### src/rtl/bp_stream_byte_packer.sv
// Byte-to-word stream packer.
// Bytes from a host link are packed little-endian into stream_data_width_p-bit
// words and queued in a small FIFO that feeds a valid/ready word stream.
// A partial word that sits idle for timeout_cycles_p cycles is discarded and
// reported on the sticky error_o flag.
module bp_stream_byte_packer #(
    parameter int stream_data_width_p = 32,
    parameter int fifo_els_p          = 2,
    parameter int timeout_cycles_p    = 1024
) (
    input  logic                           clk_i,
    input  logic                           reset_n_i,
    input  logic                           byte_v_i,
    input  logic [7:0]                     byte_i,
    output logic                           byte_ready_o,
    output logic                           stream_v_o,
    output logic [stream_data_width_p-1:0] stream_data_o,
    input  logic                           stream_ready_i,
    output logic [31:0]                    words_o,
    output logic                           error_o
);

    localparam int bpw    = stream_data_width_p / 8;
    localparam int idx_w  = $clog2(bpw);
    localparam int ptr_w  = $clog2(fifo_els_p);
    localparam int cnt_w  = $clog2(fifo_els_p + 1);
    localparam int idle_w = $clog2(timeout_cycles_p + 1);

    localparam logic [idx_w-1:0]  last_idx     = idx_w'(bpw - 1);
    localparam logic [ptr_w-1:0]  last_ptr     = ptr_w'(fifo_els_p - 1);
    localparam logic [cnt_w-1:0]  full_count   = cnt_w'(fifo_els_p);
    localparam logic [idle_w-1:0] timeout_cnt  = idle_w'(timeout_cycles_p);

    logic [idx_w-1:0]               byte_idx_r;
    logic [stream_data_width_p-1:0] acc_r;
    logic [idle_w-1:0]              idle_r;
    logic                           error_r;
    logic [31:0]                    words_r;

    logic [stream_data_width_p-1:0] mem_r [fifo_els_p];
    logic [ptr_w-1:0]               rd_ptr_r;
    logic [ptr_w-1:0]               wr_ptr_r;
    logic [cnt_w-1:0]               fifo_count_r;

    logic                           idx_last;
    logic                           fifo_full;
    logic                           timeout;
    logic                           accept;
    logic                           push;
    logic                           pop;
    logic [stream_data_width_p-1:0] push_word;

    // Handshake and control decode. idle_r holds the number of idle cycles
    // already elapsed; the cycle in which it equals timeout_cycles_p is the
    // discard cycle, and no byte is taken in that cycle. byte_ready_o looks
    // only at registered occupancy so stream_ready_i never reaches it.
    always_comb begin
        idx_last      = (byte_idx_r == last_idx);
        fifo_full     = (fifo_count_r == full_count);
        timeout       = (idle_r == timeout_cnt);
        byte_ready_o  = reset_n_i & ~timeout & (~idx_last | ~fifo_full);
        accept        = byte_v_i & byte_ready_o;
        push          = accept & idx_last;
        stream_v_o    = reset_n_i & (fifo_count_r != '0);
        pop           = stream_v_o & stream_ready_i;
        stream_data_o = reset_n_i ? mem_r[rd_ptr_r] : '0;
    end

    // Completed word: accumulator with the final byte merged into the top lane.
    always_comb begin
        push_word = acc_r;
        push_word[stream_data_width_p-8 +: 8] = byte_i;
    end

    // Byte lane pointer: advances per accepted byte, wraps on word completion.
    always_ff @(posedge clk_i) begin
        if (!reset_n_i) begin
            byte_idx_r <= '0;
        end else if (timeout) begin
            byte_idx_r <= '0;
        end else if (accept) begin
            byte_idx_r <= idx_last ? '0 : byte_idx_r + idx_w'(1);
        end
    end

    // Accumulator: lower lanes of the word being assembled.
    always_ff @(posedge clk_i) begin
        if (!reset_n_i) begin
            acc_r <= '0;
        end else if (timeout || push) begin
            acc_r <= '0;
        end else if (accept) begin
            acc_r[{byte_idx_r, 3'b000} +: 8] <= byte_i;
        end
    end

    // Idle counter: runs only while a partial word is pending.
    always_ff @(posedge clk_i) begin
        if (!reset_n_i) begin
            idle_r <= '0;
        end else if (accept || timeout || (byte_idx_r == '0)) begin
            idle_r <= '0;
        end else begin
            idle_r <= idle_r + idle_w'(1);
        end
    end

    // Sticky discard flag.
    always_ff @(posedge clk_i) begin
        if (!reset_n_i) begin
            error_r <= 1'b0;
        end else if (timeout) begin
            error_r <= 1'b1;
        end
    end

    // Dequeued-word counter, free-running modulo 2^32.
    always_ff @(posedge clk_i) begin
        if (!reset_n_i) begin
            words_r <= '0;
        end else if (pop) begin
            words_r <= words_r + 32'd1;
        end
    end

    // FIFO storage, cleared on reset so stale words can never resurface.
    always_ff @(posedge clk_i) begin
        if (!reset_n_i) begin
            for (int i = 0; i < fifo_els_p; i++) begin
                mem_r[i] <= '0;
            end
        end else if (push) begin
            mem_r[wr_ptr_r] <= push_word;
        end
    end

    // FIFO pointers and occupancy; simultaneous push and pop keep the count.
    always_ff @(posedge clk_i) begin
        if (!reset_n_i) begin
            rd_ptr_r     <= '0;
            wr_ptr_r     <= '0;
            fifo_count_r <= '0;
        end else begin
            if (push) begin
                wr_ptr_r <= (wr_ptr_r == last_ptr) ? '0 : wr_ptr_r + ptr_w'(1);
            end
            if (pop) begin
                rd_ptr_r <= (rd_ptr_r == last_ptr) ? '0 : rd_ptr_r + ptr_w'(1);
            end
            case ({push, pop})
                2'b10:   fifo_count_r <= fifo_count_r + cnt_w'(1);
                2'b01:   fifo_count_r <= fifo_count_r - cnt_w'(1);
                default: fifo_count_r <= fifo_count_r;
            endcase
        end
    end

    assign words_o = words_r;
    assign error_o = error_r;

endmodule

### config.mk
export PLATFORM = sky130hd
export DESIGN_NAME = bp_stream_byte_packer
export DESIGN_NICKNAME = d
export VERILOG_FILES = /design/src/rtl/bp_stream_byte_packer.sv
export SDC_FILE = /design/constraint.sdc
export NUM_CORES = 1
export LEC_CHECK = 0
export ABC_AREA = 1
export CAP_MARGIN = 20
export CORE_MARGIN = 4
export CORE_UTILIZATION = 33
export DETAILED_ROUTE_END_ITERATION = 7
export PLACE_DENSITY = 0.6
export SYNTH_ARGS = -nofsm -noshare
export SYNTH_HDL_FRONTEND = slang
export SYNTH_SLANG_ARGS = --single-unit
### constraint.sdc
create_clock -name clk_i -period 3.03 [get_ports clk_i]
set_clock_uncertainty 0.15 [all_clocks]
set_input_delay 0.303 -clock clk_i [delete_from_list [all_inputs] [get_ports clk_i]]
set_output_delay 0.303 -clock clk_i [all_outputs]
set_load 0.05 [all_outputs]
---- Word-level counts from Yosys, hierarchy flattened ----
Memory sizes are Yosys's and may differ from the RTL's. A register that Yosys moved wholly into a read port is not among the register bits.
Cells that the tools add are included.
operators by class
  add/subtract/negate cells ............... 8
  equality and inequality tests ........... 5
  shift operators ......................... 2
  mux-type cells .......................... 15
  bitwise logic cells ..................... 11
  reductions and logical operators ........ 10
operators with widths
  operator                number
  $mux 32                 2
  $add 32x1->32 const B   1
  $bwmux 32               1
  $reduce_or 32->1        1
  $shift 8x7->32 const A  1
  $shiftx 8x7->32         1
  $add 11x1->11 const B   1
  $eq 11x11->1 const B    1
  $mux 1                  10
  $neg 5->7               1
  $and 1x1->1             6
  $eq 2x2->1 const B      3
  $reduce_or 2->1         3
  $add 2x1->2 const B     2
  $not 1->1               4
  $pmux 2 s2              1
  $reduce_bool 2->1       2
  $logic_or 1x1->1        3
  $add 1x1->1 const B     2
  $eq 2x1->1 const B      1
  $logic_not 2->1         1
  $mux 2                  1
  $sub 2x1->2 const B     1
  $or 1x1->1              1
storage, ports and cells
  bits in registers ....................... 82
  memory bits (writable) .................. 64
  bits of input ports ..................... 12
  memories kept ........................... 1
memory list
  name   depth  bits a word  rd ports  clocked after memory_dff  write ports  line  source
  mem_r  2      32           1         1                         2            40    logic [stream_data_width_p-1:0] mem_r [fifo_els_p];

---- Longest topological paths before layout ----
  depth in word-level cells ............... 11
  gate-level depth with buffers ........... 15

---- Least setup slack after synthesis ----
OpenSTA, ideal clock, no wires.
  path kind ............................... register -> register
  start point ............................. register idle_r[0]
  end point ............................... memory mem_r[0][0] (enable)
  arrival time ............................ 2.164 ns
  slack ................................... 0.327 ns
  cell stages (with the launch flop) ...... 13
  path buffers ............................ 1
  period minus slack after synthesis ...... 2.703 ns
  path through ............................ dfxtp_1 -> inv_1 -> ha_1 -> inv_1 -> nor2_1 -> nand3_1 -> nor2_1 -> nor2_4 -> nand3_4 -> nor2_4 -> nand2_4 -> buf_6 -> nand2_1
RTL lines
  item                    line  source
  from (decl)             36    logic [idle_w-1:0] idle_r;
  from (signal assigned)  104   idle_r <= idle_r + idle_w'(1);
  to (decl)               40

---- Worst setup path after layout ----
  start point ............................. register byte_idx_r[0]
  end point ............................... output byte_ready_o
between the ends
  word-level cells in the longest chain between the ends .. 4
ends and longest elaborated chain
  item                    line  source
  from (decl)             34    logic [idx_w-1:0] byte_idx_r;
  from (signal assigned)  82    byte_idx_r <= idx_last ? '0 : byte_idx_r + idx_w'(1);
  $eq 2x2->1              58    idx_last = (byte_idx_r == last_idx);
  $not 1->1               61    byte_ready_o = reset_n_i & ~timeout & (~idx_last | ~fifo_full);
  $or 1x1->1              61
  $and 1x1->1             61
  to (decl)               15    output logic byte_ready_o,
Every way passes these cells.

==> impl_metrics.csv <==
group,metric,value,unit
worst_setup_path,crit_path_end_kind,"output pin",
detailed_routing,vias_per_cell,4.58,
yosys,synth_top_family_by_area,"simple AND/OR/NAND/NOR gates",
yosys,synth_edf_count,64,
worst_setup_path,cp_max_fo,7,
outcome,status,"finished clean",
yosys,synth_warnings,0,
floorplanning,die_x,149,µm
detailed_routing,wirelength,16000,µm
cts,cts_resized,0,
cts,cts_tree,"done",
power_and_ir_drop,powerDensity,543,mW/mm²
sta,rsz0062_at_grt,"false",
yosys,syn_inst,843,
yosys,yosysSeqAreaShare,0.519,
power_and_ir_drop,power_switching,1050,µW
grt,grt_pass1_wl,26300,µm
cts,clock_latency,0.42,ns
cts,htree_levels,4,
layout,drive_above_1_share,0.0964,
cts,cts_buffers,17,
yosys,syn_area,0.00660,mm²
power_and_ir_drop,leakagePower,0.00335,µW
detailed_routing,wire_per_inst,13.3,µm
run,maxCapViolCount,0,
worst_hold_path,min_path_type,"in2reg",
floorplanning,ios,79,
yosys,muxShareOfSynthArea,0,
yosys,yosys.area_share.adder,0.0171,
cts,cts.sinks,139,
grt,grt_max_degree,38,
detailed_routing,vias,5488,
cts,clockBufferDepth,2,
power_and_ir_drop,p_int,3410,µW
cts,cts_hold_buf,0,
detailed_routing,drt_iter0_drc,255,
detailed_routing,ant_nets,0,
floorplanning,die_area,0.0223,mm²
yosys,synth_top_flop_cell,"dfxtp_1",
grt,grt_pass1_vias,5254,
layout,fin_nets,942,
power_and_ir_drop,comb_power_share,0.071,
sta,period_minus_slack,2.74,ns
layout,syn_to_final_growth,24.3,%
yosys,ys_seq_elements,139,
detailed_routing,drc,0,
sta,fmax,0.365,GHz
grt,track_usage,0.149,
power_and_ir_drop,ir_drop,0.344,mV
yosys,syn_avg_cell_area,7.83,µm²
placement,dp_slack,0.536,ns
sta,worst_pin_slew,0.747,ns
floorplanning,coreArea,0.0196,mm²
layout,fillers,2011,
grt,overflow,0,
yosys,synth_compound_area_frac,0.0533,
yosys,synth_most_common_cell,"nor2_1",
floorplanning,die_h,149,µm
grt,antenna_found_initial,0,
power_and_ir_drop,total_power,4460,µW
detailed_routing,dr.pass1.iters,5,
yosys,synth_commonest_cells,"254 x nor2_1, 126 x nand2_1, 104 x inv_1",
yosys,async_flop_share,0,
sta,setup_viol,0,
sta,worst_slack,0.291,ns
layout,multi_input_area,0.00263,mm²
sta,slew_headroom,0.501,
cts,root_buffer,"clkbuf_16",
power_and_ir_drop,clkPwrFrac,0.476,
yosys,synth-xor-area-share,0.0146,
worst_setup_path,crit_type,"reg2out",
yosys,ys_types,34,
cts,postCtsSetupRepairBufs,0,
cts,path_clk_slew,0.06,ns
placement,portBuffers,78,
floorplanning,start_util,0.337,
yosys,synth.largest_area_cell,"edfxtp_1",
placement,hpwl,11000,µm
yosys,synth_top_area_share,0.291,
layout,regArea,0.00342,mm²
layout,diodes,0,
sta,tns,0,ns
yosys,synth-simple-area-share,0.313,
power_and_ir_drop,pwr-share-seq,0.453,
yosys,synth_area_leaders,"edfxtp_1 29%, dfxtp_1 23%, nor2_1 14%",
sta,min_period_over_period,0.904,
sta,hold_viol,0,
worst_setup_path,arrival,2.29,ns
placement,routabilityCongestion,0.883,
sta,hold_slack,0.251,ns
sta,drv_slew,0,
yosys,synth_fp_nets,864,
worst_setup_path,cp-start-kind,"register",
floorplanning,std_cell_rows,51,
worst_setup_path,critPathRequiredTime,2.58,ns
power_and_ir_drop,sw_frac_of_total,0.235,
[through the flow]
stage,area [µm²],instances,util
final,8200,1199,0.419
after CTS,8180,1198,0.417
after detailed placement,7560,1166,0.386
after global routing,8200,1199,0.419
after floorplan,6600,843,-
after global placement,7560,1166,0.386
[layer usage]
metal | up-vias | track usage | share of wire
met5 | - | 0 | 0
met4 | 0 | 0.0549 | 0.019
met3 | 22 | 0.0336 | 0.049
met2 | 109 | 0.246 | 0.48
met1 | 2517 | 0.192 | 0.46
li1 | 2840 | - | -
[cell families (layout without fill, tap and decap cells)]
group | after synthesis | in the layout
AO/OA/AOI/OAI | 69 | 69
AND/OR/NAND/NOR | 482 | 482
buffers and inverters | 133 | 224
adder cells (fa/ha/maj) | 9 | 9
flip-flops | 139 | 139
XOR/XNOR | 11 | 11
[final timing paths]
path	cells past startpoint	slack (ns)	from	to
max	5	0.29	byte_idx_r[0]	byte_ready_o
min	3	0.25	reset_n_i	rd_ptr_r
max reg2reg	15	0.52	idle_r[0]	fifo_count_r[1]
min reg2reg	1	0.31	idle_r[0]	idle_r[0]
[layout by cell type (no fill, tap or decap), types with 5 or more instances in the layout]
cell type,synthesis,routed
nor2_1,254,254
a21oi_1,18,18
nor2_4,5,5
nand3_1,50,50
nand2_1,126,126
ha_1,9,9
o21ai_0,46,46
nand4_1,15,15
clkdlybuf4s50_1,0,44
inv_1,104,104
nor3_1,19,19
edfxtp_1,64,64
buf_4,1,37
clkbuf_16,0,19
xor2_1,9,9
dfxtp_1,75,75
[critical path, cell delays in order (launching register included)]
cell	delay [ns]
dfxtp_1	0.37
ha_1	0.24
nand2_1	0.19
nand3_1	0.15
inv_1	0.12
clkdlybuf4s50_1	0.81
[power groups by stage]
stage	combinational, µW	clock (µW)	sequential (µW)
after floorplan	213	0	2060
after global placement	314	0	2060
after detailed placement	316	0	2060
after CTS	318	2160	2020
after global routing	347	2240	2020
final	314	2120	2020
[area by class of cell]
type	instances	area share
Inverter	106	0.0485
Tap cell	265	0.0404
Clock buffer	20	0.0584
Multi-Input combinational cell	571	0.320
Clock inverter	12	0.0166
Timing Repair Buffer	86	0.0988
Sequential cell	139	0.417
[registers in the layout, summed over array words and instances (netlist names), named ones only]
name and flops:
words_o 32, rd_ptr_r 1, acc_r 24, idle_r 11
error_o 1, wr_ptr_r 1, byte_idx_r 2, fifo_count_r 2
mem_r 64
Power figures use the tool's default switching activity.
